**config.mk**
```make
export PLATFORM = sky130hd
export DESIGN_NAME = simple_uart
export DESIGN_NICKNAME = d
export VERILOG_FILES = /design/src/rtl/simple_uart.sv
export SDC_FILE = /design/constraint.sdc
export NUM_CORES = 1
export LEC_CHECK = 0
export CORE_UTILIZATION = 40
export CTS_BUF_LIST = sky130_fd_sc_hd__clkbuf_16
export DETAILED_ROUTE_END_ITERATION = 8
export GPL_TIMING_DRIVEN = 0
export SYNTH_ARGS = -nofsm -noshare
export SYNTH_HDL_FRONTEND = slang
export SYNTH_SLANG_ARGS = --single-unit
```
**constraint.sdc**
```tcl
create_clock -name clk -period 1.8 [get_ports clk]
set_input_delay 0.36 -clock clk [delete_from_list [all_inputs] [get_ports clk]]
set_output_delay 0.36 -clock clk [all_outputs]
set_load 0.02 [all_outputs]
```
**src/rtl/simple_uart.sv**
```systemverilog
// simple_uart: single-clock UART with one transmitter and one receiver sharing
// a bit timing of BIT_TICKS = F_CLK_Hz / BAUD_RATE clock cycles per bit.
// Frame: start(0), data LSB first, optional even parity, stop(1).
// Define SIMPLE_UART_PARITY_EN to transmit/check the parity bit; without it the
// parity states are removed and crc_error is tied low.
module simple_uart #(
    parameter int DATA_N_BIT = 8,
    parameter int BAUD_RATE  = 115200,
    parameter int F_CLK_Hz   = 100000000
) (
    input  logic                  clk,
    input  logic                  sync_rst_n,
    input  logic [DATA_N_BIT-1:0] din,
    input  logic                  din_valid,
    output logic                  ready,
    output logic                  uart_dout,
    input  logic                  uart_din,
    output logic [DATA_N_BIT-1:0] dout,
    output logic                  dout_valid,
    output logic                  crc_error,
    output logic                  uart_echo
);

    localparam int BIT_TICKS = F_CLK_Hz / BAUD_RATE;
    localparam int CNT_W     = $clog2(BIT_TICKS) + 1;
    localparam int BIT_W     = $clog2(DATA_N_BIT) + 1;
    localparam logic [CNT_W-1:0] BT_LAST   = CNT_W'(BIT_TICKS - 1);
    localparam logic [CNT_W-1:0] HALF_LAST = CNT_W'(BIT_TICKS / 2 - 1);
    localparam logic [BIT_W-1:0] BIT_LAST  = BIT_W'(DATA_N_BIT - 1);

    typedef enum logic [2:0] {
        TX_IDLE, TX_START, TX_DATA,
`ifdef SIMPLE_UART_PARITY_EN
        TX_PARITY,
`endif
        TX_STOP
    } tx_state_t;

    typedef enum logic [2:0] {
        RX_IDLE, RX_START, RX_DATA,
`ifdef SIMPLE_UART_PARITY_EN
        RX_PARITY,
`endif
        RX_STOP, RX_WAIT_IDLE
    } rx_state_t;

    // ---------------- transmitter ----------------
    tx_state_t             tx_state_q, tx_state_d;
    logic [CNT_W-1:0]      tx_cnt_q, tx_cnt_d;
    logic [BIT_W-1:0]      tx_bit_q, tx_bit_d;
    logic [DATA_N_BIT-1:0] tx_shift_q, tx_shift_d;
    logic                  tx_dout_q, tx_dout_d;
    logic                  tx_end;
`ifdef SIMPLE_UART_PARITY_EN
    logic                  tx_par_q, tx_par_d;
`endif

    assign tx_end    = (tx_cnt_q == BT_LAST);
    assign ready     = (tx_state_q == TX_IDLE);
    assign uart_dout = tx_dout_q;

    // TX next state: one BIT_TICKS period per state, DATA_N_BIT periods in DATA
    always_comb begin
        tx_state_d = tx_state_q;
        tx_cnt_d   = tx_cnt_q;
        tx_bit_d   = tx_bit_q;
        tx_shift_d = tx_shift_q;
`ifdef SIMPLE_UART_PARITY_EN
        tx_par_d   = tx_par_q;
`endif
        if (tx_state_q != TX_IDLE) begin
            tx_cnt_d = tx_end ? '0 : tx_cnt_q + 1'b1;
        end
        case (tx_state_q)
            TX_IDLE: begin
                if (din_valid) begin
                    tx_state_d = TX_START;
                    tx_shift_d = din;
`ifdef SIMPLE_UART_PARITY_EN
                    tx_par_d   = ^din;
`endif
                    tx_cnt_d   = '0;
                    tx_bit_d   = '0;
                end
            end
            TX_START: if (tx_end) tx_state_d = TX_DATA;
            TX_DATA: begin
                if (tx_end) begin
                    tx_shift_d = tx_shift_q >> 1;
                    tx_bit_d   = tx_bit_q + 1'b1;
                    if (tx_bit_q == BIT_LAST) begin
`ifdef SIMPLE_UART_PARITY_EN
                        tx_state_d = TX_PARITY;
`else
                        tx_state_d = TX_STOP;
`endif
                    end
                end
            end
`ifdef SIMPLE_UART_PARITY_EN
            TX_PARITY: if (tx_end) tx_state_d = TX_STOP;
`endif
            TX_STOP: if (tx_end) tx_state_d = TX_IDLE;
            default: tx_state_d = TX_IDLE;
        endcase
        // Line level follows the state being entered so the pin is glitch-free
        case (tx_state_d)
            TX_START:  tx_dout_d = 1'b0;
            TX_DATA:   tx_dout_d = tx_shift_d[0];
`ifdef SIMPLE_UART_PARITY_EN
            TX_PARITY: tx_dout_d = tx_par_d;
`endif
            default:   tx_dout_d = 1'b1;
        endcase
    end

    // TX control registers; reset aborts any frame and returns the line high
    always_ff @(posedge clk or negedge sync_rst_n) begin
        if (!sync_rst_n) begin
            tx_state_q <= TX_IDLE;
            tx_cnt_q   <= '0;
            tx_bit_q   <= '0;
            tx_dout_q  <= 1'b1;
        end else begin
            tx_state_q <= tx_state_d;
            tx_cnt_q   <= tx_cnt_d;
            tx_bit_q   <= tx_bit_d;
            tx_dout_q  <= tx_dout_d;
        end
    end

    // ---------------- receiver ----------------
    logic                  rx_sync1_q, rx_sync2_q, rx_prev_q;
    rx_state_t             rx_state_q, rx_state_d;
    logic [CNT_W-1:0]      rx_cnt_q, rx_cnt_d;
    logic [BIT_W-1:0]      rx_bit_q, rx_bit_d;
    logic [DATA_N_BIT-1:0] rx_shift_q, rx_shift_d;
    logic [DATA_N_BIT-1:0] dout_q, dout_d;
    logic                  valid_q, valid_d;
`ifdef SIMPLE_UART_PARITY_EN
    logic                  rx_par_q, rx_par_d;
    logic                  crc_q, crc_d;
    assign crc_error = crc_q;
`else
    assign crc_error = 1'b0;
`endif

    assign uart_echo  = rx_sync2_q;
    assign dout       = dout_q;
    assign dout_valid = valid_q;

    // RX next state: half-bit delay to mid start bit, then one sample per bit
    always_comb begin
        rx_state_d = rx_state_q;
        rx_cnt_d   = rx_cnt_q + 1'b1;
        rx_bit_d   = rx_bit_q;
        rx_shift_d = rx_shift_q;
        dout_d     = dout_q;
        valid_d    = 1'b0;
`ifdef SIMPLE_UART_PARITY_EN
        rx_par_d   = rx_par_q;
        crc_d      = 1'b0;
`endif
        case (rx_state_q)
            RX_IDLE: begin
                rx_cnt_d = '0;
                if (rx_prev_q && !rx_sync2_q) rx_state_d = RX_START;
            end
            RX_START: begin
                if (rx_cnt_q == HALF_LAST) begin
                    rx_cnt_d   = '0;
                    rx_bit_d   = '0;
                    rx_state_d = rx_sync2_q ? RX_IDLE : RX_DATA;
                end
            end
            RX_DATA: begin
                if (rx_cnt_q == BT_LAST) begin
                    rx_cnt_d   = '0;
                    rx_shift_d = {rx_sync2_q, rx_shift_q[DATA_N_BIT-1:1]};
                    rx_bit_d   = rx_bit_q + 1'b1;
                    if (rx_bit_q == BIT_LAST) begin
`ifdef SIMPLE_UART_PARITY_EN
                        rx_state_d = RX_PARITY;
`else
                        rx_state_d = RX_STOP;
`endif
                    end
                end
            end
`ifdef SIMPLE_UART_PARITY_EN
            RX_PARITY: begin
                if (rx_cnt_q == BT_LAST) begin
                    rx_cnt_d   = '0;
                    rx_par_d   = rx_sync2_q;
                    rx_state_d = RX_STOP;
                end
            end
`endif
            RX_STOP: begin
                if (rx_cnt_q == BT_LAST) begin
                    rx_cnt_d = '0;
                    if (rx_sync2_q) begin
                        dout_d     = rx_shift_q;
                        valid_d    = 1'b1;
`ifdef SIMPLE_UART_PARITY_EN
                        crc_d      = (^rx_shift_q) ^ rx_par_q;
`endif
                        rx_state_d = RX_IDLE;
                    end else begin
                        rx_state_d = RX_WAIT_IDLE;
                    end
                end
            end
            RX_WAIT_IDLE: begin
                rx_cnt_d = '0;
                if (rx_sync2_q) rx_state_d = RX_IDLE;
            end
            default: begin
                rx_cnt_d   = '0;
                rx_state_d = RX_IDLE;
            end
        endcase
    end

    // RX synchronizer and control registers; reset drops any partial word
    always_ff @(posedge clk or negedge sync_rst_n) begin
        if (!sync_rst_n) begin
            rx_sync1_q <= 1'b1;
            rx_sync2_q <= 1'b1;
            rx_prev_q  <= 1'b1;
            rx_state_q <= RX_IDLE;
            rx_cnt_q   <= '0;
            rx_bit_q   <= '0;
            dout_q     <= '0;
            valid_q    <= 1'b0;
`ifdef SIMPLE_UART_PARITY_EN
            crc_q      <= 1'b0;
`endif
        end else begin
            rx_sync1_q <= uart_din;
            rx_sync2_q <= rx_sync1_q;
            rx_prev_q  <= rx_sync2_q;
            rx_state_q <= rx_state_d;
            rx_cnt_q   <= rx_cnt_d;
            rx_bit_q   <= rx_bit_d;
            dout_q     <= dout_d;
            valid_q    <= valid_d;
`ifdef SIMPLE_UART_PARITY_EN
            crc_q      <= crc_d;
`endif
        end
    end

    // Shift and parity data registers carry no reset; the FSMs gate their use
    always_ff @(posedge clk) begin
        tx_shift_q <= tx_shift_d;
        rx_shift_q <= rx_shift_d;
`ifdef SIMPLE_UART_PARITY_EN
        tx_par_q   <= tx_par_d;
        rx_par_q   <= rx_par_d;
`endif
    end

endmodule

```
== Word-level counts from Yosys, hierarchy flattened ==
Index checks and enable logic that the tools add are counted.
Storage, ports and cells
  bits in registers: 65
  input port bits: 12
  word-level logic and storage cells: 89
Operators by class
  add/subtract/negate cells: 4
  equal/unequal tests: 22
  multiplexer cells: 35
  reductions and logical operators: 13
Operator list (number)
  11-bit 2-to-1 mux: 6
  3-bit 2-to-1 mux: 12
  11-bit by 1-bit adder with 11-bit output, second input constant: 2
  11-bit by 10-bit equality test with 1-bit output, second input constant: 2
  11-bit case mux with 2 select lines: 1
  4-bit 2-to-1 mux: 4
  8-bit 2-to-1 mux: 2
  2-bit != test, second input constant: 8
  4-bit case mux with 2 select lines: 2
  8-bit case mux with 2 select lines: 1
  3-bit by 2-bit equality test with 1-bit output, second input constant: 5
  3-bit case mux with 5 select lines: 1
  3-bit case mux with 4 select lines: 1
  11-bit by 9-bit equality test with 1-bit output, second input constant: 1
  3-bit by 1-bit equality test with 1-bit output, second input constant: 3
  3-bit AND reduction: 3
  4-bit by 1-bit adder with 4-bit output, second input constant: 2
  4-bit by 3-bit equality test with 1-bit output, second input constant: 2
  3-bit logical NOT: 2
  6-bit AND reduction: 1
  2-bit nonzero test: 2
  3-bit equality test, second input constant: 1
  1-bit 2-to-1 mux: 3
  3-bit nonzero test: 1
  other kinds (6): 6

== Logic depth before layout (Yosys ltp) ==
Gate-level depths: netlist (run 1).
  depth in word-level cells: 6
  depth in mapped cells: 7
  depth with buffers taken out: 6

== Least setup slack after synthesis (run 1) ==
OpenSTA, ideal clock, no wires.
  path kind: reg-to-reg
  start point: reg rx_cnt_q[0]
  end point: reg rx_state_q[0]
  arrival: 1.612 ns
  data required time: 1.672 ns
  setup slack: 0.060 ns
  cell stages (with the launch flop): 6
  path buffers: 0
  cell sequence: dfrtp_1 > ha_1 > and4b_1 > a311oi_2 > a211oi_2 > mux2_1
Between the ends
  longest elaborated chain between the ends: 3
Ends and longest elaborated chain
  start: declaration: line 135  | logic [CNT_W-1:0] rx_cnt_q, rx_cnt_d;
  start signal: assignment: line 244  | rx_cnt_q <= rx_cnt_d;
  11-bit by 10-bit equality test with 1-bit output or 11-bit by 9-bit equality test with 1-bit output (tied branches): line 177, 200, 170
  2-bit != test (no line)
  6-bit AND reduction (no line) (*)
  end signal: assignment: line 243  | rx_state_q <= rx_state_d;
  end: declaration: line 134  | rx_state_t rx_state_q, rx_state_d;
Mark *: on every way between the ends. The rest lies on a longest branch, timed or not.
A chain may end at the register's enable or synchronous reset.

== Worst setup path in the final report (run 1) ==
  start point: reg tx_state_q[1]
  end point: out ready
Between the ends
  longest elaborated chain between the ends: 1
Ends and longest elaborated chain
  start: declaration: line 48  | tx_state_t tx_state_q, tx_state_d;
  start signal: assignment: line 125  | tx_state_q <= tx_state_d;
  3-bit logical NOT: line 59  | assign ready = (tx_state_q == TX_IDLE);
  end: declaration: line 15  | output logic ready,
No other way between the ends.

==> flow_metrics.tcl, run 1 <==
set metrics [dict create \
    core_area_sq_mm 0.007370 \
    max_freq_mhz 553.2 \
    slew_headroom_pct 59.33 \
    path_clk_slew_ps 50 \
    fin_ws_ps -7.632 \
    viasPerCell 5.074 \
    drc 0 \
    avgSynthCellArea_sq_um 11.86 \
    place_hpwl_um 3775 \
    syn_area_sq_mm 0.003094 \
    dpl_cell_area_sq_mm 0.003467 \
    worst_pin_slew_ps 610.1 \
    clockBufferDepth 2 \
    synth_cells 261 \
    numCtsBuffers 9 \
    p_per_area_mw_per_mm2 1102 \
    skew_ps 5.546 \
    critical_path.top_delay_family "flip-flops" \
    start_util_pct 41.99 \
    grt_max_degree 27 \
    vias 2116 \
    end_kind "output pin" \
    topRoutingLayerUsed "met4" \
    power_w 0.004480 \
    drt_iter0_markers 63 \
    startpoint "tx_state_q[1]$_DFF_PN0_" \
    crit-reg2reg-capture "rx_state_q[1]$_DFFE_PN0P_" \
    cp.arrival_ps 1450 \
    drt_pass1_iterations 4 \
    dp.cells 385 \
    ys_ff_latch 65 \
    wl_per_cell_um 13.76 \
    yosysTopAreaCell "dfrtp_1" \
    ys_top_cells_by_count "dfrtp_1 (45), nor2_1 (24), nand3_1 (18), edfxtp_1 (15), nand2_1 (12)" \
    path_max_fanout 7 \
    r2r-start "rx_cnt_q[1]$_DFF_PN0_" \
    status "finished with violations" \
    nets 330 \
    slew_violations 0 \
    die-area_sq_mm 0.008091 \
    min_period_ps 1808 \
    stdcell_count 417 \
    die_h_um 89.95 \
    antenna_cells 0 \
    yosysMostFrequentCell "dfrtp_1" \
    critPathBufInv 3 \
    start_kind "register" \
    finalWirelength_um 5740 \
    grt_pass1_wl_um 9763 \
    die_w_um 89.95 \
    io_pins 25 \
    timing.hold.ws_ps 49.56 \
    cts.sinks 65 \
    ys_warn_count 0 \
    wl_met1_um 2850 \
    path_class "register to output pin" \
    cap_viol_max_count 0 \
    min_period_over_period_pct 100.4 \
    antenna_found_initial 0 \
    cpMaxStageDelayCell "dfrtp_2" \
    setup_viol 1 \
    layout-drive-gt1-share_pct 27.36 \
    reg2reg_depth 5 \
    grt_setup_unrepaired "true" \
    irDropWorstVdd_v 0.0004942 \
    synth_cell_type_count 57 \
    synthArstFlopShare_pct 75.38 \
    violations "setup timing" \
    overflow 0 \
    synth_area_leaders "dfrtp_1 (36%), edfxtp_1 (15%), mux2_1 (3.6%)" \
    ys.flop_type "dfrtp_1" \
    hp-class "primary input to asynchronous set/reset pin" \
    ant_nets 0 \
    cts_tree "built" \
    met3WireLength_um 136 \
    hold_violations 0 \
    gp_congestion 0.7610 \
    syn_to_final_growth_pct 31.42 \
    io_buffers 23 \
    htree_levels 3 \
    p_leak_nw 1.735 \
    worst_path_largest_cell_delay_ps 430 \
    worstPathCellList "or3_1, buf_6, clkinv_8, buf_8" \
    rows 31 \
    synth_top_area_share_pct 36.39 \
    grt_usage_pct 15.13 \
    required_ps 1440 \
    cp_num_cells 4 \
    cts_root_buf "clkbuf_16" \
    final_area_sq_mm 0.004066 \
    synth_enable_flop_cells 15 \
    clk_latency_ps 320 \
    grt_pass1_vias 2031 \
    yosysSeqAreaShare_pct 54.99 \
    crit_path_end "ready" \
    r2r_setup_slack_ps 20 \
    met2_length_um 2658 \
]
==> kinds of logic after synthesis <==
family          synth area share [%]
flops                          54.99
fa+ha+maj                      2.022
simple gates                   22.12
xor+xnor                       4.529
other cells                   0.1212
compound gates                 8.047
mux                            5.338
buf+inv                        2.831
==> worst register-to-register path, cell delays in order, from the launching register on <==
cell	delay, ps
dfrtp_2	440
ha_4	180
and4b_2	280
a311oi_4	370
a211oi_4	80
mux2_1	320
==> state kept, by name, indices dropped and copies added, names as in the netlist, 4 cells and up <==
signal,flops
tx_shift_q,8
rx_shift_q,8
tx_bit_q,4
rx_bit_q,4
tx_cnt_q,11
dout,8
rx_cnt_q,11
==> cell usage in the layout (no fill, tap or decap), drive strengths merged, types with 5 or more instances in the layout <==
cell            n
dfrtp          45
clkinv          5
clkdlybuf4s50  19
o21ai           9
buf            27
a22o            7
ha              5
nand4           8
nor2           26
inv             8
and3            5
clkbuf          9
nand3          18
xor2           10
a21oi           7
xnor2           6
edfxtp         15
mux2           12
nand2          13
or3             5
nor3b           5
==> where the power goes <==
part / internal (W) / switching, W / total [W]
logic: 0.000423 / 0.000468 / 0.000891
clock network: 0.00121 / 0.000625 / 0.00183
registers: 0.00163 / 0.000121 / 0.00175
total: 0.00327 / 0.00121 / 0.00448
==> metrics by stage <==
step / setup TNS, ps / worst slack (ps) / utilization (%)
floorplan: 0 / 60.41 / -
finish: -7.632 / -7.632 / 55.18
CTS: -89.39 / -89.39 / 52.99
global placement: -59200 / -1166 / 46.84
detailed placement: -5315 / -378.3 / 47.05
global route: -897.5 / -50.94 / 55.18
==> timing repair <==
| action | CTS | global route |
|---|---|---|
| gates cloned | 0 | 0 |
| hold buffers | 0 | 0 |
| buffers inserted | 7 | 10 |
| endpoints found under the hold margin | 0 | 0 |
| pin swaps | 5 | 2 |
| setup endpoints to repair | 46 | 39 |
| resized for setup | 22 | 23 |
==> worst min path at each step <==
stage	slack [ps]	startpoint	to	cells past startpoint
after floorplan	60	sync_rst_n	dout[0]$_DFFE_PN0P_	0
after global placement	350	rx_sync1_q$_DFF_PN1_	uart_echo$_DFF_PN1_	0
after detailed placement	350	rx_sync1_q$_DFF_PN1_	uart_echo$_DFF_PN1_	0
after CTS	70	sync_rst_n	tx_cnt_q[5]$_DFF_PN0_	1
after global routing	110	sync_rst_n	dout_valid$_DFF_PN0_	1
final	50	sync_rst_n	tx_cnt_q[1]$_DFF_PN0_	1
==> per-layer routing <==
layer  global-route usage, %  up-vias
li1                        -     1062
met1                   21.50     1024
met2                   21.73       22
met3                   3.046        8
met4                   8.065        0
met5                       0        -
==> layout make-up <==
cell class | count | area (sq um)
Fill cell | 653 | 3303
Inverter | 9 | 48.80
Clock inverter | 7 | 95.09
Clock buffer | 9 | 225.2
Buffer | 7 | 52.55
Timing Repair Buffer | 41 | 387.9
Sequential cell | 65 | 1709
Tap cell | 99 | 123.9
Multi-Input combinational cell | 180 | 1424
Note: power is estimated with default switching activity, not from simulation.
==> inputs of run 2 (changes only) <==
Settings changed: ABC_CLOCK_PERIOD_IN_PS from default to 1800, CORE_ASPECT_RATIO from default to 0.75.
==> flow_metrics.tcl, run 2 (synthesis results as in run 1) <==
set metrics [dict create \
    timing.hold.ws_ps 354.0 \
    r2r-start "rx_cnt_q[1]$_DFF_PN0_" \
    crit-reg2reg-capture "rx_state_q[1]$_DFFE_PN0P_" \
    die_w_um 103.6 \
    start_kind "register" \
    drt_iter0_markers 86 \
    gp_congestion 0.7867 \
    clockBufferDepth 2 \
    min_period_over_period_pct 101.1 \
    use_met1_pct 22.50 \
    dp_slack_ps -345.0 \
    antenna_found_initial 0 \
    status "finished with violations" \
    nets 328 \
    cts.sinks 65 \
    layout_common_cells "dfrtp_1 (39), nor2_1 (23), clkdlybuf4s50_1 (19)" \
    required_ps 2010 \
    clk_latency_ps 320 \
    holdPathEnd "uart_echo$_DFF_PN1_" \
    antenna_cells 0 \
    hold_violations 0 \
    core_area_sq_mm 0.007398 \
    rows 27 \
    grt_setup_unrepaired "true" \
    die_h_um 78.17 \
    place_hpwl_um 3772 \
    layout_commonest_cell "dfrtp_1" \
    syn_to_final_growth_pct 32.83 \
    path_max_fanout 5 \
    dp.cells 387 \
    busiest_layer "met1" \
    fin_ws_ps -20.20 \
    io_pins 25 \
    wl_per_cell_um 13.81 \
    finalWirelength_um 5757 \
    violations "setup timing" \
    cap_viol_max_count 0 \
    min_from "rx_sync1_q$_DFF_PN1_" \
    die-area_sq_mm 0.008095 \
    stdcell_count 417 \
    numCtsBuffers 9 \
    io_buffers 23 \
    setup_viol 3 \
    vias 2117 \
    p_leak_nw 1.728 \
    r2r_setup_slack_ps -20 \
    start_util_pct 41.82 \
    cts_root_buf "clkbuf_16" \
    min_period_ps 1820 \
    path_clk_slew_ps 60 \
    min_path_cells 0 \
    cp.arrival_ps 2030 \
    reg.largest.list "rx_cnt_q x11, tx_cnt_q x11" \
    irDropWorstVdd_v 0.0005985 \
    end_kind "register" \
    grt_usage_pct 15.80 \
    ant_nets 0 \
    drt_pass1_iterations 4 \
    hp-class "register to register" \
    grt_pass1_vias 2023 \
    p_per_area_mw_per_mm2 1125 \
    htree_levels 3 \
    grtUsageMet3_pct 5.897 \
    max_freq_mhz 549.4 \
    drc 0 \
    overflow 0 \
    reg2reg_depth 5 \
    grt_util_met2_pct 22.35 \
    slew_violations 0 \
    layout-drive-gt1-share_pct 29.11 \
    path_class "register to register" \
    grt_max_degree 32 \
    viasPerCell 5.077 \
    skew_ps 7.190 \
    grt_pass1_wl_um 10010 \
    cts_tree "built" \
]
run 2: changes by cell type in the layout (fill, tap and decap cells not counted), moves of 2 or more:
cell | before | now
inv_6 | 0 | 2
buf_6 | 2 | 4
mux2_4 | 0 | 3
clkinv_2 | 2 | 0
buf_4 | 18 | 13
clkinvlp_4 | 1 | 3
mux2_1 | 10 | 7
run 2: through the flow:
stage               setup TNS, ps  util, %  power, W  instance area [sq um]
detailed placement          -5187    46.90  0.002464                   3470
floorplan                       0        -  0.002264                   3098
finish                     -47.01    55.56  0.004624                   4110
global route               -425.3    55.56  0.004866                   4110
CTS                        -99.11    52.92  0.004493                   3915
global placement           -59420    46.69  0.002456                   3455
run 2: worst max path at each step:
stage	to	from
after floorplan	rx_state_q[0]$_DFFE_PN0P_	rx_cnt_q[0]$_DFF_PN0_
after global placement	rx_bit_q[0]$_DFFE_PN0P_	sync_rst_n
after detailed placement	uart_dout$_DFF_PN1_	din_valid
after CTS	ready	tx_state_q[1]$_DFF_PN0_
after global routing	rx_state_q[0]$_DFFE_PN0P_	rx_cnt_q[1]$_DFF_PN0_
final	rx_state_q[1]$_DFFE_PN0P_	rx_cnt_q[1]$_DFF_PN0_
run 2: layout make-up:
| class | instances | area [sq um] |
|---|---|---|
| well taps | 101 | 126.4 |
| clock inverters | 7 | 101.3 |
| flip-flops and latches | 65 | 1709 |
| inverters | 9 | 50.05 |
| multi-input cells | 180 | 1458 |
| fillers | 615 | 3288 |
| clock buffers | 9 | 225.2 |
| plain buffers | 7 | 52.55 |
| repair buffers | 39 | 387.9 |
run 2: power by group:
group | internal, W | total [W] | switching, W
clock network | 0.00122 | 0.00187 | 0.000650
logic | 0.000489 | 0.000999 | 0.000510
registers | 0.00163 | 0.00175 | 0.000119
total | 0.00335 | 0.00462 | 0.00128
run 2: routing by layer:
layer	vias to the layer above	wire length [um]
li1	1051	-
met1	1036	3015
met2	28	2522
met3	2	196
met4	0	22
met5	-	0
run 2: critical path, cell delays in order, from the launching register on:
cell and delay (ps):
dfrtp_2 450, ha_4 180, and4b_2 290, a311oi_4 390
a211oi_4 90, mux2_4 310
run 2: timing repair:
item	4_1_cts	5_1_grt
hold endpoints to repair	15	0
hold buffers	1	0
resized for setup	23	30
setup buffers	6	8
pin swaps	5	7
setup endpoints to repair	48	40
